==> src/rtl/request_unit_pkg.sv <==
// Shared types and default sizing for the core-to-ram request sequencer.
package request_unit_pkg;

    localparam int ADDR_W_DEF      = 5;
    localparam int DATA_W_DEF      = 32;
    localparam int ACK_TIMEOUT_DEF = 15;
    localparam int TIMER_W         = $clog2(ACK_TIMEOUT_DEF + 1);

    typedef enum logic [2:0] {
        IDLE  = 3'd0,
        FETCH = 3'd1,
        EXEC  = 3'd2,
        READ  = 3'd3,
        WRITE = 3'd4,
        WB    = 3'd5,
        ERR   = 3'd6
    } state_t;

endpackage

==> src/rtl/request_unit_ack_timer.sv <==
// Wait-cycle counter for an outstanding ram request; flags the edge on which
// the wait would reach LIMIT without an acknowledge.
module ack_timer
    import request_unit_pkg::*;
#(
    parameter int LIMIT = ACK_TIMEOUT_DEF,
    parameter int W     = TIMER_W
) (
    input  logic clk,
    input  logic nRst,
    input  logic clear,
    input  logic enable,
    output logic expired
);

    logic [W-1:0] count_q, count_d;

    always_comb begin
        count_d = count_q;
        if (clear)
            count_d = '0;
        else if (enable)
            count_d = count_q + 1'b1;
    end

    always_ff @(posedge clk or negedge nRst) begin
        if (!nRst)
            count_q <= '0;
        else
            count_q <= count_d;
    end

    // Expiry is the edge that would push the count to LIMIT, so an ack on that
    // same edge still wins (enable is low whenever the ack is present).
    assign expired = enable && (count_q == W'(LIMIT - 1));

endmodule

==> src/rtl/request_unit.sv <==
// Sequences instruction fetch and load/store accesses of the single-cycle core
// against the shared ram, latching returned data and strobing the PC.
module request_unit
    import request_unit_pkg::*;
#(
    parameter int ADDR_W      = ADDR_W_DEF,
    parameter int DATA_W      = DATA_W_DEF,
    parameter int ACK_TIMEOUT = ACK_TIMEOUT_DEF
) (
    input  logic              clk,
    input  logic              nRst,
    input  logic [ADDR_W-1:0] pc,
    input  logic              dmem_ren,
    input  logic              dmem_wen,
    input  logic [ADDR_W-1:0] dmem_addr,
    input  logic [DATA_W-1:0] dmem_wdata,
    output logic [DATA_W-1:0] instr,
    output logic [DATA_W-1:0] dmem_rdata,
    output logic              advance,
    output logic              mem_err,
    output logic              read_enable,
    output logic              write_enable,
    output logic [ADDR_W-1:0] address_IM,
    output logic [ADDR_W-1:0] address_DM,
    output logic [DATA_W-1:0] data_in,
    input  logic [DATA_W-1:0] data_out,
    input  logic [DATA_W-1:0] instr_out,
    input  logic              pc_enable
);

    state_t            state_q, state_d;
    logic [DATA_W-1:0] instr_q, instr_d;
    logic [DATA_W-1:0] dmem_rdata_q, dmem_rdata_d;
    logic [DATA_W-1:0] data_in_q, data_in_d;
    logic [ADDR_W-1:0] address_im_q, address_im_d;
    logic [ADDR_W-1:0] address_dm_q, address_dm_d;
    logic              read_enable_q, read_enable_d;
    logic              write_enable_q, write_enable_d;
    logic              advance_q, advance_d;
    logic              mem_err_q, mem_err_d;
    logic              waiting, tmr_clear, tmr_en, tmr_expired;

    assign waiting   = state_q inside {FETCH, READ, WRITE};
    assign tmr_en    = waiting && !pc_enable;
    assign tmr_clear = (state_d inside {FETCH, READ, WRITE}) && (state_d != state_q);

    ack_timer #(
        .LIMIT (ACK_TIMEOUT),
        .W     ($clog2(ACK_TIMEOUT + 1))
    ) u_ack_timer (
        .clk     (clk),
        .nRst    (nRst),
        .clear   (tmr_clear),
        .enable  (tmr_en),
        .expired (tmr_expired)
    );

    always_comb begin
        state_d = state_q;
        case (state_q)
            IDLE:  state_d = FETCH;
            FETCH: if (pc_enable) state_d = EXEC;
                   else if (tmr_expired) state_d = ERR;
            EXEC:  if (dmem_wen) state_d = WRITE;
                   else if (dmem_ren) state_d = READ;
                   else state_d = WB;
            READ,
            WRITE: if (pc_enable) state_d = WB;
                   else if (tmr_expired) state_d = ERR;
            WB:    state_d = FETCH;
            ERR:   state_d = ERR;
            default: state_d = IDLE;
        endcase
    end

    always_comb begin
        instr_d      = instr_q;
        dmem_rdata_d = dmem_rdata_q;
        data_in_d    = data_in_q;
        address_im_d = address_im_q;
        address_dm_d = address_dm_q;
        // Captures are gated by state so acks outside FETCH/READ never land.
        if (state_q == FETCH && pc_enable)
            instr_d = instr_out;
        if (state_q == READ && pc_enable)
            dmem_rdata_d = data_out;
        if (state_q == IDLE || state_q == WB)
            address_im_d = pc;
        if (state_q == EXEC) begin
            if (dmem_wen || dmem_ren)
                address_dm_d = dmem_addr;
            if (dmem_wen)
                data_in_d = dmem_wdata;
        end
        // Request strobes follow the next state so they are flop outputs.
        read_enable_d  = (state_d == FETCH) || (state_d == READ);
        write_enable_d = (state_d == WRITE);
        advance_d      = (state_d == WB);
        mem_err_d      = (state_d == ERR);
    end

    always_ff @(posedge clk or negedge nRst) begin
        if (!nRst) begin
            state_q        <= IDLE;
            instr_q        <= '0;
            dmem_rdata_q   <= '0;
            data_in_q      <= '0;
            address_im_q   <= '0;
            address_dm_q   <= '0;
            read_enable_q  <= 1'b0;
            write_enable_q <= 1'b0;
            advance_q      <= 1'b0;
            mem_err_q      <= 1'b0;
        end else begin
            state_q        <= state_d;
            instr_q        <= instr_d;
            dmem_rdata_q   <= dmem_rdata_d;
            data_in_q      <= data_in_d;
            address_im_q   <= address_im_d;
            address_dm_q   <= address_dm_d;
            read_enable_q  <= read_enable_d;
            write_enable_q <= write_enable_d;
            advance_q      <= advance_d;
            mem_err_q      <= mem_err_d;
        end
    end

    assign instr        = instr_q;
    assign dmem_rdata   = dmem_rdata_q;
    assign data_in      = data_in_q;
    assign address_IM   = address_im_q;
    assign address_DM   = address_dm_q;
    assign read_enable  = read_enable_q;
    assign write_enable = write_enable_q;
    assign advance      = advance_q;
    assign mem_err      = mem_err_q;

endmodule
==> config.mk <==
export PLATFORM = sky130hd
export DESIGN_NAME = request_unit
export DESIGN_NICKNAME = d
export VERILOG_FILES = /design/src/rtl/request_unit_pkg.sv /design/src/rtl/request_unit_ack_timer.sv /design/src/rtl/request_unit.sv
export SDC_FILE = /design/constraint.sdc
export NUM_CORES = 1
export LEC_CHECK = 0
export BUFFER_PORTS_ARGS = -buffer_cell sky130_fd_sc_hd__buf_2
export CAP_MARGIN = 10
export CORE_ASPECT_RATIO = 0.6
export CORE_MARGIN = 2
export CORE_UTILIZATION = 45
export CTS_BUF_LIST = sky130_fd_sc_hd__clkbuf_8 sky130_fd_sc_hd__clkbuf_16
export CTS_CLUSTER_SIZE = 28
export DETAILED_ROUTE_END_ITERATION = 10
export GPL_TIMING_DRIVEN = 0
export PLACE_DENSITY = 0.78
export SLEW_MARGIN = 20
export SYNTH_ARGS = -nofsm -noshare
export SYNTH_HDL_FRONTEND = slang
export SYNTH_HIERARCHICAL = 1
export SYNTH_SLANG_ARGS = --single-unit
export TNS_END_PERCENT = 1
==> constraint.sdc <==
create_clock -name clk -period 3.68 [get_ports clk]
set_clock_uncertainty 0.1 [all_clocks]
set_input_delay 0.368 -clock clk [delete_from_list [all_inputs] [get_ports clk]]
set_output_delay 0.368 -clock clk [all_outputs]
set_load 0.02 [all_outputs]
* Word-level counts from Yosys, hierarchy flattened
Cells that the tools add are included.
W data, S select, Z words.
** Storage, ports and cells
- Register bits after elaboration :: 117
- Bits in latches :: 0
- RAM bits :: 0
- ROM bits :: 0
- Input bits :: 111
- Output and inout bits :: 110
- Memories :: 0
** Operators by class
- $add $sub $neg :: 1
- Multiply operators :: 0
- Divide/modulo/power cells :: 0
- $lt $le $gt $ge :: 0
- Equal/unequal tests :: 13
- Shift operators :: 0
- Multiplexer cells :: 8
- Bitwise operators :: 0
- Reduce and logical (&&, ||, !) cells :: 17
** Operators by type and width (count)
- $eq A3 B3 Y1 const B :: 6
- $mux W3 :: 5
- $pmux W3 S5 :: 1
- $eq A3 B2 Y1 const B :: 3
- $mux W4 :: 2
- $eq A3 B1 Y1 const B :: 2
- $reduce_bool A3 Y1 :: 2
- $logic_and A1 B1 Y1 :: 5
- $add A4 B1 Y4 const B :: 1
- $eq A4 B4 Y1 const B :: 1
- $reduce_and A2 Y1 :: 2
- $reduce_or A2 Y1 :: 2
- $logic_not A3 Y1 :: 1
- $logic_or A1 B1 Y1 :: 3
- $ne A3 B3 Y1 :: 1
- $reduce_bool A2 Y1 :: 1
- $logic_not A1 Y1 :: 1

* Logic depth before layout (Yosys ltp)
- Word-level depth :: 11
- Gate-level depth with buffers :: 13
- Mapped depth without buffers :: 11

* Hierarchy
Netlist, hierarchy kept.
** By module, submodules not included
- request_unit :: instances 1, cells an instance 272, area an instance 4456.8 um2
- ack_timer :: instances 1, cells an instance 20, area an instance 222.7 um2

* Worst setup path before layout
No wires, ideal clock.
- Kind :: register -> register
- From :: reg state_q[1]
- To :: reg u_ack_timer.count_q[3]
- Arrival time :: 2.761 ns
- Setup slack :: 0.694 ns
- Stages on the path, launching flop included :: 14
- Buffers on the path :: 2
- Clock period less this slack :: 2.986 ns
- Cells stage by stage :: dfrtp_1 > buf_2 > nor2_1 > nand2_1 > a21oi_1 > and4_1 > nor2b_1 > nor2_1 > o211ai_2 > nand4_4 > buf_6 > a21oi_1 > nor2_1 > mux2_4
** On the way
- Cells in the longest elaborated chain, start to end :: 11
- Elaborated cells on any way between the ends :: 24
- Classes of those cells :: eq/ne (10); mux (5); reduce/logical (9)
** RTL lines
- from (decl) :: line request_unit.sv:31 : state_t state_q, state_d;
- from (signal assigned) :: line request_unit.sv:115 : state_q <= state_d;
- $eq A3 B1 Y1, or another cell as far along :: line request_unit.sv:43 : assign waiting = state_q inside {FETCH, READ, WRITE};
- $reduce_bool A3 Y1 * :: line request_unit.sv:43
- $logic_and A1 B1 Y1 * :: line request_unit.sv:44 : assign tmr_en = waiting && !pc_enable;
- via tmr_en :: line request_unit.sv:41 : logic waiting, tmr_clear, tmr_en, tmr_expired;
- $logic_and A1 B1 Y1 * :: line request_unit_ack_timer.sv:35 : assign expired = enable && (count_q == W'(LIMIT - 1));
- via tmr_expired :: line request_unit.sv:41
- $mux W3 * :: line request_unit.sv:63, request_unit.sv:69
- $mux W3 (on tied branches) :: line request_unit.sv:68, request_unit.sv:62
- $pmux W3 S5 * :: line request_unit.sv:60 : case (state_q)
- $eq A3 B1 Y1, or another cell as far along :: line request_unit.sv:45 : assign tmr_clear = (state_d inside {FETCH, READ, WRITE}) && (state_d != state_q);
- $reduce_bool A3 Y1 :: line request_unit.sv:45
- $logic_and A1 B1 Y1 * :: line request_unit.sv:45
- via tmr_clear :: line request_unit.sv:41
- $mux W4 / $reduce_bool A2 Y1 (equally long branches)
- to (signal assigned) :: line request_unit_ack_timer.sv:30 : count_q <= count_d;
- to (decl) :: line request_unit_ack_timer.sv:16 : logic [W-1:0] count_q, count_d;
Mark *: on every way through the listed nets, which the timed path passes. The rest lies on a longest branch.
A chain may end at the register's enable or synchronous reset.

* Worst setup path after layout
- From :: reg state_q[0]
- To :: reg u_ack_timer.count_q[3]
The elaborated chain is that of the path after synthesis.

==> metrics <==
switching share of power=36.0%; Max Cap Viol=0; WS Path Type=flip-flop to flip-flop; vias in the first global route=3383; Worst VDD drop=0.549 mV; first-pass GRT wire length=17000 um; Starting Density=46.9%; worst reg2reg startpoint=state_q[0]$_DFF_PN0_; flops & latches, synth=approximately 120; static leakage=3.40 nW; Ys Warns=6; CP Max Fanout=10; Yosys top cell area share=between 60% and 70%; Clk pwr share=24.7%; area delta synth->final=41.1%; status=finished, final reports clean; DIE AREA=11300 um^2; RSZ-0062 raised after global routing=false; Cell Rows=28; count leader, synth=dfrtp_1; CTS buffer count=17; detailed placer's ending HPWL=around 8000 um; clk slew on worst S/H paths=0.05 ns; worst setup margin=0.376 ns; max incr delay on CP=0.38 ns; CTS tree=yes; worst skew pair latency=~0.40 ns; CP startpoint kind=flip-flop; CTS Sinks=117; Via density=4.72; top cells by count, synth=117 x dfrtp_1, 75 x mux2_2, 30 x mux2_4; gp weighted congestion=0.784; net count after synthesis=405; Final Total Pwr=6.75 mW; ranking of synthesized cells by area=dfrtp_1 63%, mux2_2 18%, mux2_4 9.6%, buf_2 1.1%, nor2_1 0.80%; CP required=about 3.9 ns; fin util=66.1%; # IOs=221; fmax=303 MHz; Power Dens Cells=1020 nW/um^2; gr usage total=19.7%; Setup TNS=0 ns; layout cells sized above 1=68.8%; fin crit share=89.8%; antenna violations before repair=0; WP buf/inv=2; async set or reset register ratio after synthesis=100%; Syn Inst Count=292; Ant. Diodes=0; post-CTS setup buffers=0; GR Overflow Total=0; die extent in y=83.0 um; synthesized area=4680 um^2; Remaining DRCs=0; htree depth=4; Setup crit start=state_q[0]$_DFF_PN0_; Layout Nets=645; Cell variety after synth=32; post-synth top area cell=dfrtp_1; hold_sp=data_out[5]; routed len/inst=15.6 um; EDFF count, synth=0; setup violators final=0; largest net degree at the start of global routing=69; CP max-delay cell=dfrtp_1; delay-heaviest family, CP=simple AND/OR/NAND/NOR gates; ys flop type=dfrtp_1; Post-Route WL=10600 um; drt pass-1 iters=4; Core Area=approximately 10000 um^2; fill cell count=between 700 and 800; Slew HR=33.6%; IO buf count=219; CP Cell Sequence=buf_2 > nor2_1 > nand2_1 > a21oi_2 > and4_1 > nor2b_1 > nor2_1 > o211ai_2 > nand4_4 > buf_6 > a21oi_1 > nor2_1 > mux2_4; Sequential Power Share=between 30% and 40%; via count=approximately 3200; DR iter-0 viols=106; sequential fraction of the synthesis area=62.6%; die width=136 um; Gate power share=41.9%; post-route minimum period=3.30 ns; Root Buffer Master=clkbuf_16; slew of the pin with the lowest slew margin=0.987 ns; Slew Limit Fails=0; Setup crit end kind=flip-flop; CP most frequent cell=nor2_1; NetSw=2.43 mW; final hold violations=0; worst hold-check path type=primary input to flip-flop; Place WS=0.252 ns; Worst EP arrival=approximately 3.5 ns; post-route ant nets=0; Max Root-Sink Buffers=2; average size of a mapped cell=16.0 um^2; Power Internal=4.32 mW
==> registers in the layout, indices dropped and copies added, names as in the netlist <==
register             flops
address_DM               5
address_IM               5
advance                  1
data_in                 32
dmem_rdata              32
instr                   32
mem_err                  1
read_enable              1
state_q                  3
u_ack_timer/count_q      4
write_enable             1
==> final timing paths <==
| path | depth (start not counted) | end | slack (ns) |
|---|---|---|---|
| worst max-delay path | 13 | u_ack_timer/count_q[3]$_DFFE_PN0P_ | 0.38 |
| worst min-delay path | 2 | dmem_rdata[5]$_DFFE_PN0P_ | 0.09 |
| worst max register to register | 13 | u_ack_timer/count_q[3]$_DFFE_PN0P_ | 0.38 |
| worst min register to register | 1 | dmem_rdata[5]$_DFFE_PN0P_ | 0.39 |
| max in group asynchronous | 3 | instr[30]$_DFFE_PN0P_ | 2.42 |
| min in group asynchronous | 2 | address_DM[2]$_DFFE_PN0P_ | 0.38 |
==> final cells by class <==
class / count / area (um^2) / area share (%)
clock inverter: 10 / 130 / 1.97
tap: 135 / 169 / 2.56
multi-input combinational: 156 / 1650 / 25.0
inverter: 5 / 18.8 / 0.284
sequential: 117 / 2930 / 44.3
timing repair buffer: 221 / 1140 / 17.3
clock buffer: 21 / 480 / 7.28
buffer: 14 / 87.6 / 1.33
==> what timing repair did <==
item                                    in CTS  in global routing
endpoints found under the hold margin       49                  0
endpoints found under the setup margin       0                  1
resized for setup                            0                  1
hold buffers                                 1                  0
==> power by group through the flow <==
stage	combinational (mW)	sequential [mW]	clock (mW)
after floorplan	1.14	3.00	0
after global placement	2.79	2.22	0
after detailed placement	2.86	2.26	0
after CTS	2.86	2.26	1.71
after global routing	3.02	2.33	1.78
final	2.83	2.25	1.67
==> cells in the final DEF, fill, tap and decap left out, types with 2 or more instances in the layout <==
cell        count
buf_2         228
dfrtp_1       117
mux2_2         75
mux2_4         30
clkbuf_16      17
nor2_1         10
inv_1           7
a21oi_1         5
nor2b_1         4
buf_6           4
clkbuf_8        4
nand2b_1        3
nand2_1         3
clkinvlp_4      3
bufinv_16       3
o21ai_0         2
nor3_1          2
nand3b_1        2
mux2_1          2
clkinv_2        2
ha_1            2
==> routing by layer <==
metal	wire length [um]	GRT usage (%)	vias to the layer above
met3	840	6.96	10
met1	4720	25.4	1558
li1	-	-	1506
met5	0	0	-
met4	97	6.25	0
met2	4970	31.3	132
==> per-stage QoR <==
stage,hold slack [ns],cells,instance area (um^2)
global placement,0.375,646,5940
detailed placement,0.229,647,5980
global route,0.0689,679,6600
finish,0.0928,679,6600
CTS,0.0730,679,6600
floorplan,-0.0276,292,4680
==> cell families after synthesis <==
kind of cell | synth area share, %
DFF | 62.6
xor gates and xnor gates | 0.374
buffers and inverters | 2.27
adders and majority gates | 0.535
muxes | 28.2
and+or+nand+nor | 3.85
AOI/OAI and AO/OA | 2.25
==> worst register-to-register path: stages, from the launching register on <==
cell	delay, ns
dfrtp_1	0.38
buf_2	0.19
nor2_1	0.10
nand2_1	0.11
a21oi_2	0.31
and4_1	0.29
nor2b_1	0.19
nor2_1	0.08
o211ai_2	0.27
nand4_4	0.22
buf_6	0.24
a21oi_1	0.35
nor2_1	0.09
mux2_4	0.27
Power figures use the tool's default switching activity.
